### src/rtl/gf163_reduce_seq_pkg.sv
// -----------------------------------------------------------------------------
// gf163_pkg
// Shared constants, types and helpers for the GF(2^163) reduction stage.
//   f(x) = x^163 + x^7 + x^6 + x^3 + 1
//   GF_M       : field degree (163)
//   GF_PROD_W  : width of an unreduced product (325 bits, deg <= 324)
//   GF_TAPS    : exponents of the low-order terms of f(x)
//   gf_elem_t  : reduced field element
//   gf_prod_t  : unreduced product / accumulator
//   gf_state_t : reduction FSM states (IDLE, FOLD, DONE)
//   nfold()    : fold cycles needed for a given fold width
//   gf_spread(): zero-interleave square of a field element (bit i -> bit 2i)
// -----------------------------------------------------------------------------
package gf163_pkg;

  localparam int GF_M      = 163;
  localparam int GF_PROD_W = 325;

  // Low-order terms of f(x): x^0, x^3, x^6, x^7.
  localparam int               GF_NTAPS = 4;
  localparam logic [3:0][7:0]  GF_TAPS  = {8'd7, 8'd6, 8'd3, 8'd0};

  typedef logic [GF_M-1:0]      gf_elem_t;
  typedef logic [GF_PROD_W-1:0] gf_prod_t;

  // Fold counter width: enough for up to 162 folds (FOLD_W = 1).
  localparam int GF_CNT_W = 8;

  // State encodings kept as plain constants so older code that compares
  // against raw 2-bit values keeps working; the enum mirrors them for debug.
  localparam logic [1:0] ST_IDLE = 2'd0;
  localparam logic [1:0] ST_FOLD = 2'd1;
  localparam logic [1:0] ST_DONE = 2'd2;

  typedef enum logic [1:0] {
    IDLE = ST_IDLE,
    FOLD = ST_FOLD,
    DONE = ST_DONE
  } gf_state_t;

  // Bits 324..163 (162 of them) must be folded away, fold_w per cycle.
  function automatic int nfold(input int fold_w);
    return (GF_PROD_W - GF_M + fold_w - 1) / fold_w;
  endfunction

  // Squaring in GF(2)[x] is just spreading the coefficients apart.
  function automatic gf_prod_t gf_spread(input gf_elem_t a);
    gf_prod_t r;
    r = '0;
    for (int i = 0; i < GF_M; i++) begin
      r[2*i] = a[i];
    end
    return r;
  endfunction

endpackage

### src/rtl/gf163_reduce_seq_if.sv
// -----------------------------------------------------------------------------
// gf163_reduce_seq_if
// Input and output valid/ready streams of the reduction stage.
//   in_valid/in_ready/in_data : unreduced product stream (325 bits)
//   in_sqr                    : squaring request (only with GF_RED_SQR_EN)
//   out_valid/out_ready/out_data : reduced element stream (163 bits)
// Modports:
//   master : the environment (drives products, consumes results)
//   slave  : the reduction stage
// Optional macro: GF_RED_SQR_EN adds in_sqr.
// -----------------------------------------------------------------------------
interface gf163_reduce_seq_if;
  import gf163_pkg::*;

  logic     in_valid;
  logic     in_ready;
  gf_prod_t in_data;
`ifdef GF_RED_SQR_EN
  logic     in_sqr;
`endif
  logic     out_valid;
  logic     out_ready;
  gf_elem_t out_data;

  modport master (
    output in_valid,
    output in_data,
`ifdef GF_RED_SQR_EN
    output in_sqr,
`endif
    output out_ready,
    input  in_ready,
    input  out_valid,
    input  out_data
  );

  modport slave (
    input  in_valid,
    input  in_data,
`ifdef GF_RED_SQR_EN
    input  in_sqr,
`endif
    input  out_ready,
    output in_ready,
    output out_valid,
    output out_data
  );

endinterface

### src/rtl/gf163_reduce_seq_fold_step.sv
// -----------------------------------------------------------------------------
// gf163_fold_step
// Combinational single fold of the reduction accumulator.
//   acc      in  325  current accumulator
//   cnt      in  8    fold index k
//   acc_next out 325  accumulator with chunk k folded down
// Chunk k covers acc[hi:lo], hi = 324 - k*FOLD_W, lo = max(163, hi-FOLD_W+1).
// The chunk is cleared and x^j (j in chunk) is replaced by x^(j-163+t) for
// every tap t of f(x). Because the chunk is isolated by a mask, that is the
// same as XORing the masked chunk shifted right by (163 - t), so the taps
// become fixed shifts and only the mask depends on k.
// -----------------------------------------------------------------------------
module gf163_fold_step
  import gf163_pkg::*;
#(
  parameter int FOLD_W = 54
) (
  input  gf_prod_t              acc,
  input  logic [GF_CNT_W-1:0]   cnt,
  output gf_prod_t              acc_next
);

  int       hi_idx;
  int       lo_idx;
  gf_prod_t chunk_mask;
  gf_prod_t chunk;

  always_comb begin
    hi_idx = GF_PROD_W - 1 - int'(cnt) * FOLD_W;
    lo_idx = hi_idx - FOLD_W + 1;
    if (lo_idx < GF_M) begin
      lo_idx = GF_M;
    end
  end

  // Bits below x^163 are never part of a chunk.
  generate
    for (genvar gi = 0; gi < GF_PROD_W; gi++) begin : g_mask
      if (gi < GF_M) begin : g_low
        assign chunk_mask[gi] = 1'b0;
      end else begin : g_high
        assign chunk_mask[gi] = (gi >= lo_idx) && (gi <= hi_idx);
      end
    end
  endgenerate

  assign chunk = acc & chunk_mask;

  // With FOLD_W <= 156 the highest landing bit (hi-156) is below lo, so the
  // cleared chunk is never re-polluted within the same fold.
  always_comb begin
    acc_next = acc & ~chunk_mask;
    for (int t = 0; t < GF_NTAPS; t++) begin
      acc_next = acc_next ^ (chunk >> (GF_M - int'(GF_TAPS[t])));
    end
  end

endmodule

### src/rtl/gf163_reduce_seq.sv
// -----------------------------------------------------------------------------
// gf163_reduce_seq
// Sequential reduction of a 325-bit GF(2)[x] product modulo
// f(x) = x^163 + x^7 + x^6 + x^3 + 1, folding FOLD_W high bits per cycle.
// Ports:
//   clk  : clock
//   rst  : asynchronous active-high reset
//   bus  : gf163_reduce_seq_if.slave (in_valid/in_ready/in_data[/in_sqr],
//          out_valid/out_ready/out_data)
// Parameter FOLD_W (1..156): bits folded per cycle; NFOLD = ceil(162/FOLD_W).
// Timing: accept at edge T, result valid after edge T+NFOLD; a result that is
// taken while a new operand is offered starts the next operand with no bubble.
// Optional macro: GF_RED_SQR_EN -- in_sqr=1 at accept loads the square of
// in_data[162:0] instead of in_data.
// -----------------------------------------------------------------------------
module gf163_reduce_seq
  import gf163_pkg::*;
#(
  parameter int FOLD_W = 54
) (
  input  logic              clk,
  input  logic              rst,
  gf163_reduce_seq_if.slave bus
);

  localparam int                  NFOLD    = nfold(FOLD_W);
  localparam logic [GF_CNT_W-1:0] LAST_CNT = GF_CNT_W'(NFOLD - 1);

  logic [1:0]          state_reg, state_next;
  gf_prod_t            acc_reg, acc_next;
  logic [GF_CNT_W-1:0] cnt_reg, cnt_next;
  logic                out_valid_reg, out_valid_next;
  gf_elem_t            out_data_reg, out_data_next;

  gf_prod_t            fold_acc;
  gf_prod_t            load_acc;
  logic                in_ready;
  logic                accept;

`ifdef GF_RED_SQR_EN
  assign load_acc = bus.in_sqr ? gf_spread(bus.in_data[GF_M-1:0]) : bus.in_data;
`else
  assign load_acc = bus.in_data;
`endif

  // rst gates in_ready directly so it reads 0 throughout reset even though
  // the state register already sits in IDLE.
  assign in_ready = ~rst & ((state_reg == ST_IDLE) |
                            ((state_reg == ST_DONE) & bus.out_ready));
  assign accept   = bus.in_valid & in_ready;

  gf163_fold_step #(
    .FOLD_W (FOLD_W)
  ) u_fold (
    .acc      (acc_reg),
    .cnt      (cnt_reg),
    .acc_next (fold_acc)
  );

  always_comb begin
    state_next     = state_reg;
    acc_next       = acc_reg;
    cnt_next       = cnt_reg;
    out_valid_next = out_valid_reg;
    out_data_next  = out_data_reg;
    case (state_reg)
      ST_IDLE: begin
        if (accept) begin
          acc_next   = load_acc;
          cnt_next   = '0;
          state_next = ST_FOLD;
        end
      end
      ST_FOLD: begin
        acc_next = fold_acc;
        cnt_next = cnt_reg + GF_CNT_W'(1);
        if (cnt_reg == LAST_CNT) begin
          state_next     = ST_DONE;
          out_valid_next = 1'b1;
          out_data_next  = fold_acc[GF_M-1:0];
        end
      end
      ST_DONE: begin
        // Result is held until taken; a simultaneous new operand is loaded
        // in the same cycle so back-to-back operands see no idle gap.
        if (bus.out_ready) begin
          out_valid_next = 1'b0;
          if (accept) begin
            acc_next   = load_acc;
            cnt_next   = '0;
            state_next = ST_FOLD;
          end else begin
            state_next = ST_IDLE;
          end
        end
      end
      default: begin
        state_next = ST_IDLE;
      end
    endcase
  end

  always_ff @(posedge clk or posedge rst) begin
    if (rst) begin
      state_reg     <= ST_IDLE;
      acc_reg       <= '0;
      cnt_reg       <= '0;
      out_valid_reg <= 1'b0;
      out_data_reg  <= '0;
    end else begin
      state_reg     <= state_next;
      acc_reg       <= acc_next;
      cnt_reg       <= cnt_next;
      out_valid_reg <= out_valid_next;
      out_data_reg  <= out_data_next;
    end
  end

  assign bus.in_ready  = in_ready;
  assign bus.out_valid = out_valid_reg;
  assign bus.out_data  = out_data_reg;

endmodule

### src/flat_wrapper.sv
// flat-port wrapper written by rule: the top's interface ports become plain ports
module gf163_reduce_seq_flat import gf163_pkg::*;
#(
  parameter int FOLD_W = 54
)
  (clk, rst, bus_in_valid, bus_in_data, bus_out_ready, bus_in_ready, bus_out_valid, bus_out_data);
  gf163_reduce_seq_if bus_i ();
  input  logic clk;
  input  logic rst;
  input wire logic [$bits(bus_i.in_valid)-1:0] bus_in_valid;
  input wire logic [$bits(bus_i.in_data)-1:0] bus_in_data;
  input wire logic [$bits(bus_i.out_ready)-1:0] bus_out_ready;
  output wire logic [$bits(bus_i.in_ready)-1:0] bus_in_ready;
  output wire logic [$bits(bus_i.out_valid)-1:0] bus_out_valid;
  output wire logic [$bits(bus_i.out_data)-1:0] bus_out_data;
  assign bus_i.in_valid = bus_in_valid;
  assign bus_i.in_data = bus_in_data;
  assign bus_i.out_ready = bus_out_ready;
  assign bus_in_ready = bus_i.in_ready;
  assign bus_out_valid = bus_i.out_valid;
  assign bus_out_data = bus_i.out_data;
  gf163_reduce_seq #(.FOLD_W(FOLD_W)) u_core (.clk(clk), .rst(rst), .bus(bus_i));
endmodule
### config.mk
export PLATFORM = sky130hd
export DESIGN_NAME = gf163_reduce_seq_flat
export DESIGN_NICKNAME = d
export VERILOG_FILES = /design/src/rtl/gf163_reduce_seq_pkg.sv /design/src/rtl/gf163_reduce_seq_if.sv /design/src/rtl/gf163_reduce_seq_fold_step.sv /design/src/rtl/gf163_reduce_seq.sv /design/src/flat_wrapper.sv
export SDC_FILE = /design/constraint.sdc
export NUM_CORES = 1
export LEC_CHECK = 0
export ABC_AREA = 1
export BUFFER_PORTS_ARGS = -buffer_cell sky130_fd_sc_hd__buf_2
export CELL_PAD_IN_SITES_DETAIL_PLACEMENT = 1
export CELL_PAD_IN_SITES_GLOBAL_PLACEMENT = 2
export CORE_MARGIN = 8
export CORE_UTILIZATION = 30
export DETAILED_ROUTE_END_ITERATION = 16
export GPL_TIMING_DRIVEN = 0
export PLACE_DENSITY = 0.75
export REMOVE_ABC_BUFFERS = 1
export SYNTH_ARGS = -nofsm -noshare
export SYNTH_HDL_FRONTEND = slang
export SYNTH_HIERARCHICAL = 1
export SYNTH_SLANG_ARGS = --single-unit
### constraint.sdc
create_clock -name clk -period 17.8 [get_ports clk]
set_input_delay 0 -clock clk [delete_from_list [all_inputs] [get_ports clk]]
set_output_delay 0 -clock clk [all_outputs]
set_load 0.01 [all_outputs]
* Word level (Yosys, flattened, before mapping) *
Index checks and enable logic that the tools add are counted.
W data, S select, Z words.

word-level totals
  logic and storage cells = 537
  register bits after elaboration = 499
  memories = 0
  input port bits = 329
  latch bits = 0
  bits in writable memories = 0
  memory bits (read-only) = 0

cells by class
  $mul = 1
  order comparisons = 325
  divide/modulo/power cells = 0
  $add $sub $neg = 4
  shift operators = 0
  bitwise gates (word level) = 12
  mux-type cells = 15
  reductions and logical operators = 169
  equality and inequality tests = 6

operators with widths
  cell                      number
  $ge A9 B32 Y1 const A     93
  $le A9 B32 Y1 const A     93
  $ge A10 B32 Y1 const A    69
  $le A10 B32 Y1 const A    69
  $pmux W325 S3             1
  $and A325 B325 Y325       2
  $mux W325                 2
  $not A325 Y325            1
  $xor A325 B162 Y325       1
  $xor A325 B165 Y325       1
  $xor A325 B168 Y325       1
  $xor A325 B169 Y325       1
  $logic_and A1 B1 Y1       162
  $add A32 B2 Y32 const B   1
  $lt A32 B9 Y1 const B     1
  $mux W32                  1
  $sub A10 B32 Y32 const A  1
  $sub A32 B7 Y32 const B   1
  $pmux W8 S3               1
  $mux W8                   2
  $mul A8 B5 Y13 const B    1
  $add A8 B1 Y8 const B     1
  $eq A8 B2 Y1 const B      1
  $mux W2                   3
  15 further kinds          22

* Depth between registers and ports, before layout *
  word-level depth = 15
  depth in mapped cells = 48
  mapped depth without buffers = 47

* Modules after synthesis *
Netlist, hierarchy kept.

modules (own cells, without submodules)
  module            cells each  area an instance (µm²)  times used
  gf163_reduce_seq  3063        23316.1                 1
  gf163_fold_step   3596        16723.5                 1

* Least setup slack after synthesis *
No wires, ideal clock.

  kind = input to register
  start = in rst
  end = reg u_core.acc_reg[144]
  cell stages on the path = 7
  arrival time = 12169 ps
  slack = 5514 ps
  setup time = 117 ps
  data required time = 17683 ps
  cell sequence = inv_1 nand3_2 buf_4 buf_2 buf_4 nand3_1 nand2_1

between the ends
  longest elaborated chain between the ends = 6

RTL lines
  what                    line                     text
  start: declaration      flat_wrapper.sv:9        input logic rst;
  $not A1 Y1 (*)          gf163_reduce_seq.sv:48   assign in_ready = ~rst & ((state_reg == ST_IDLE) |
  $and A1 B1 Y1 (*)       gf163_reduce_seq.sv:48
  $and A1 B1 Y1 (*)       gf163_reduce_seq.sv:50   assign accept = bus.in_valid & in_ready;
  $mux W325 (*)           n/a
  $mux W325               n/a
  $pmux W325 S3 (*)       n/a
  end signal: assignment  gf163_reduce_seq.sv:112  acc_reg <= acc_next;
  end: declaration        gf163_reduce_seq.sv:30   gf_prod_t acc_reg, acc_next;

Every way passes the cells marked *; elsewhere a longest branch is shown, timed or not. The select of a mux whose other input is x is not followed.
A chain may end at the register's enable or synchronous reset.

* Worst setup path in the final report *
  start = reg u_core.cnt_reg[0]
  end = reg u_core.acc_reg[87]

between the ends
  longest elaborated chain between the ends = 14
  elaborated cells between the ends (all ways) = 24
  those cells by class = 3 x add/sub; 1 x mul; 9 x order compare; 2 x mux; 5 x bitwise; 4 x reduce/logical

RTL lines
  what                      line                              text
  start: declaration        gf163_reduce_seq.sv:31            logic [GF_CNT_W-1:0] cnt_reg, cnt_next;
  start signal: assignment  gf163_reduce_seq.sv:113           cnt_reg <= cnt_next;
  $mul A8 B5 Y13 (*)        gf163_reduce_seq_fold_step.sv:29  hi_idx = GF_PROD_W - 1 - int'(cnt) * FOLD_W;
  $sub A10 B32 Y32 (*)      gf163_reduce_seq_fold_step.sv:29
  $sub A32 B7 Y32           gf163_reduce_seq_fold_step.sv:30  lo_idx = hi_idx - FOLD_W + 1;
  $add A32 B2 Y32           gf163_reduce_seq_fold_step.sv:30
  $lt A32 B9 Y1             gf163_reduce_seq_fold_step.sv:31  if (lo_idx < GF_M) begin
  $mux W32                  gf163_reduce_seq_fold_step.sv:31
  $ge A9 B32 Y1             gf163_reduce_seq_fold_step.sv:42  assign chunk_mask[gi] = (gi >= lo_idx) && (gi <= hi_idx);
  $logic_and A1 B1 Y1       gf163_reduce_seq_fold_step.sv:42
  $and A325 B325 Y325 (*)   gf163_reduce_seq_fold_step.sv:47  assign chunk = acc & chunk_mask;
  $xor A325 B162 Y325       gf163_reduce_seq_fold_step.sv:54  acc_next = acc_next ^ (chunk >> (GF_M - int'(GF_TAPS[t])));
  $xor A325 B165 Y325       gf163_reduce_seq_fold_step.sv:54
  $xor A325 B168 Y325       gf163_reduce_seq_fold_step.sv:54
  $xor A325 B169 Y325 (*)   gf163_reduce_seq_fold_step.sv:54
  via u_core.fold_acc[87]   gf163_reduce_seq.sv:35            gf_prod_t fold_acc;
  $pmux W325 S3 (*)         gf163_reduce_seq.sv:66            case (state_reg)

The timed path passes the listed nets; every way through them passes the cells marked *.

==> results list <==
- The number of antenna violations at the first check in global routing was 9.
- In this run the standard cell core region covers 0.1330 mm2.
- Final period util: 53.52%
- Clock tree synthesis selected as its root buffer the cell clkbuf_16.
- Input/output buffers: 493
* Gates resized, CTS repair: 0
- Counting distinct cell types in the post-synthesis netlist gives 48.
- The first TritonRoute pass finished after 5 iterations.
* Slowest library cell on the worst path: nand2_1
* Most frequent standard cell in the layout excluding fill and tap cells: nand2_1
* Crit Reg-Reg Endpoint: u_core/acc_reg[87]
- The critical path ends at u_core/acc_reg[87].
- Number of storage elements in the synthesis netlist: 499
- Non-filler instance count after layout: 9143
- Status: complete, but fails checks
- In the layout the commonest cells are nand2_1 (2795), inv_1 (978), nand3_1 (815).
- Headroom to the max-slew limit came out at -1.236%.
- Setup violations remaining at the end of the flow were counted as 0.
* Peak per-stage delay on the critical path: 840 ps
* DRT Wirelength: 179200 um
* Average size of a mapped cell: 6.013 um2
- Critical Path Sink Type: flop
- Per-cell routed wire length: 19.60 um
* Slack of the worst reg-to-reg path: 8270 ps
- Crit path DAT: 10070 ps
- At the pin with the least slew margin, the transition time is 1519 ps.
* Hold Path Class: in2reg
- Launch point of the worst reg-to-reg path: u_core/cnt_reg[0]
- The checks that failed: max-capacitance violations, max-slew violations.
- Number of synthesis warnings: 6
- Pin placement for this block handled 494 I/O pins.
* Data required time of the worst path: 18340 ps
* Placement row count: 134
* Starting density of the core: 30.12%
* Placer's final routability congestion estimate: 0.9098
- After synthesis, flip-flops and latches occupy 31.19% of the total area.
* Starting DRT DRC Count: 2400
- Clock tree synthesis found a total of 499 sinks.
* Final clock skew: 29.89 ps
- Global routing used 23.93% of the available tracks across all layers.
* Number of maximum-capacitance violations: 1
* Maximum clock frequency: 105.0 MHz
- Post-CTS Repair Setup Buffers: 0
* Overall die area: 0.1454 mm2
- Layout overhead on the synthesized area: 23.91%
* Number of nets in the layout: 7688
* Buffers and inverters on the worst path: 7
- After clock tree synthesis, the clock-pin slew on the worst setup and hold paths is 60 ps.
* Placed Cells incl. Taps: 8685
* Number of global-route vias before repair: 45900
* Share of post-route cells with drive strength above 1: 10.41%
- The mapped netlist covers 0.04004 mm2.
- TritonCTS built the clock tree.
- Cells fill 37.31% of the core in the end.
- In this run the number of H-tree levels came out at 3.
- Post-DRT Antenna Nets: 0
- For this block, the via count after detailed routing is 44370.
- Drt via density: 4.853
- The final-report max-slew violation count is 7.
- On the final layout, the worst hold slack is 128.0 ps.
- Crit Path Class: reg2reg
* DRC: 0
- In this run, post-CTS hold repair placed 328 buffers.
- Worst-skew pair later-pin latency: 670 ps
* Hold violation count in the final report: 0
* Library cell appearing most often on the critical path: nand2_1
- Pin count of the biggest net entering global routing: 238
- Critical-path maximum fanout: 31
- Counting I/O delays and the setup requirement, the final critical path takes 9527 ps.
- For this run the aggregate overflow at the end of global routing stands at 0.
* Global-route wire length before repair: 276300 um
- Die boundary width: 381.3 um
* Count of fill cells added during filler insertion: 17490
* Die boundary height: 381.3 um
* Max FFs per register: 325
- Max Buffers Root-to-Sink: 3
* RSZ-0062 raised after global routing: false
- STA classifies the critical path startpoint as a flop.
* Worst Setup SP: u_core/cnt_reg[0]
- After technology mapping, the gate count stands at 6659.
* Placed wire-length estimate after detailed placement: 131800 um
- The critical path runs through a total of 33 cells.
* Family with the most delay on the worst path: simple AND/OR/NAND/NOR gates
* Num CTS Buffers: 69
- R2R cell count: 33
worst reg2reg max path, delay by kind of cell (launching register included):
kind            cells  cell delay (ps)
xor+xnor            1              420
buf+inv             7             1860
flops               1              610
compound gates      1               90
fa+ha+maj           5             2220
simple gates       19             4240
per-layer routing:
layer,vias up,share of wire (%),global-route usage [%]
met5,-,0.031,0
met4,8,2.6,6.131
met3,215,3.8,3.601
met2,779,48,41.15
met1,21380,45,31.33
li1,21980,-,-
per-stage QoR:
step / cell area (um2) / setup WS, ps / TNS (ps)
3_3_place_gp: 43360 / -30720 / -
2_1_floorplan: 38680 / -5902 / -1945430
3_5_place_dp: 44040 / 7437 / 0
5_1_grt: 49600 / 7689 / 0
4_1_cts: 49580 / 7458 / 0
6_report: 49610 / 8273 / 0
area by class of cell:
| class | count | area (um2) | area share, % |
|---|---|---|---|
| flip-flops and latches | 499 | 12490 | 25.17 |
| clock inverters | 20 | 237.7 | 0.4792 |
| multi-input cells | 4897 | 22450 | 45.25 |
| well taps | 1768 | 2212 | 4.459 |
| inverters | 1003 | 3791 | 7.642 |
| clock buffers | 104 | 2021 | 4.073 |
| diodes | 5 | 12.51 | 0.02522 |
| repair buffers | 847 | 6399 | 12.90 |
cells in the mapped netlist (all sizes together):
cell type | instances | share of area [%]
o31ai | 8 | 0.15
clkinv | 4 | 0.037
and3 | 1 | 0.016
nand3 | 857 | 11
buf | 200 | 2.8
a211oi | 6 | 0.11
o21ai | 412 | 5.2
and2 | 2 | 0.038
o21a | 1 | 0.019
xnor2 | 61 | 1.3
nor3 | 15 | 0.19
inv | 999 | 9.4
a31o | 3 | 0.066
a311oi | 2 | 0.044
nor2 | 286 | 3.0
clkbuf | 60 | 0.56
nand4 | 87 | 1.4
o22ai | 8 | 0.13
xor2 | 102 | 2.2
or2 | 15 | 0.23
nand3b | 27 | 0.51
a21boi | 15 | 0.28
o211ai | 12 | 0.23
dfrtp | 499 | 31
o21bai | 4 | 0.075
nand2 | 2817 | 27
a21oi | 112 | 1.4
ha | 35 | 1.1
a31oi | 2 | 0.031
fa | 7 | 0.35
how the worst min path moves through the flow:
stage / startpoint / to / slack (ps) / cells after the start
finish: bus_out_ready / u_core/state_reg[1] / 130 / 3
global route: bus_out_ready / u_core/state_reg[1] / 120 / 3
CTS: bus_out_ready / u_core/state_reg[1] / 70 / 3
detailed placement: rst / u_core/bus.out_data[99] / 30 / 2
global placement: bus_out_ready / u_core/state_reg[1] / 220 / 2
floorplan: bus_out_ready / u_core/state_reg[1] / 110 / 1
cell families after synthesis:
group / after synthesis / synth area share [%]
xor gates and xnor gates: 163 / 3.566
adders and majority gates: 42 / 1.444
AOI/OAI and AO/OA: 585 / 7.800
and+or+nand+nor: 4107 / 43.19
DFF: 499 / 31.19
buffers and inverters: 1263 / 12.82
Power is left out: the tool's default activity adds up to more than one toggle a clock period on the data nets, which glitch-free logic cannot reach.
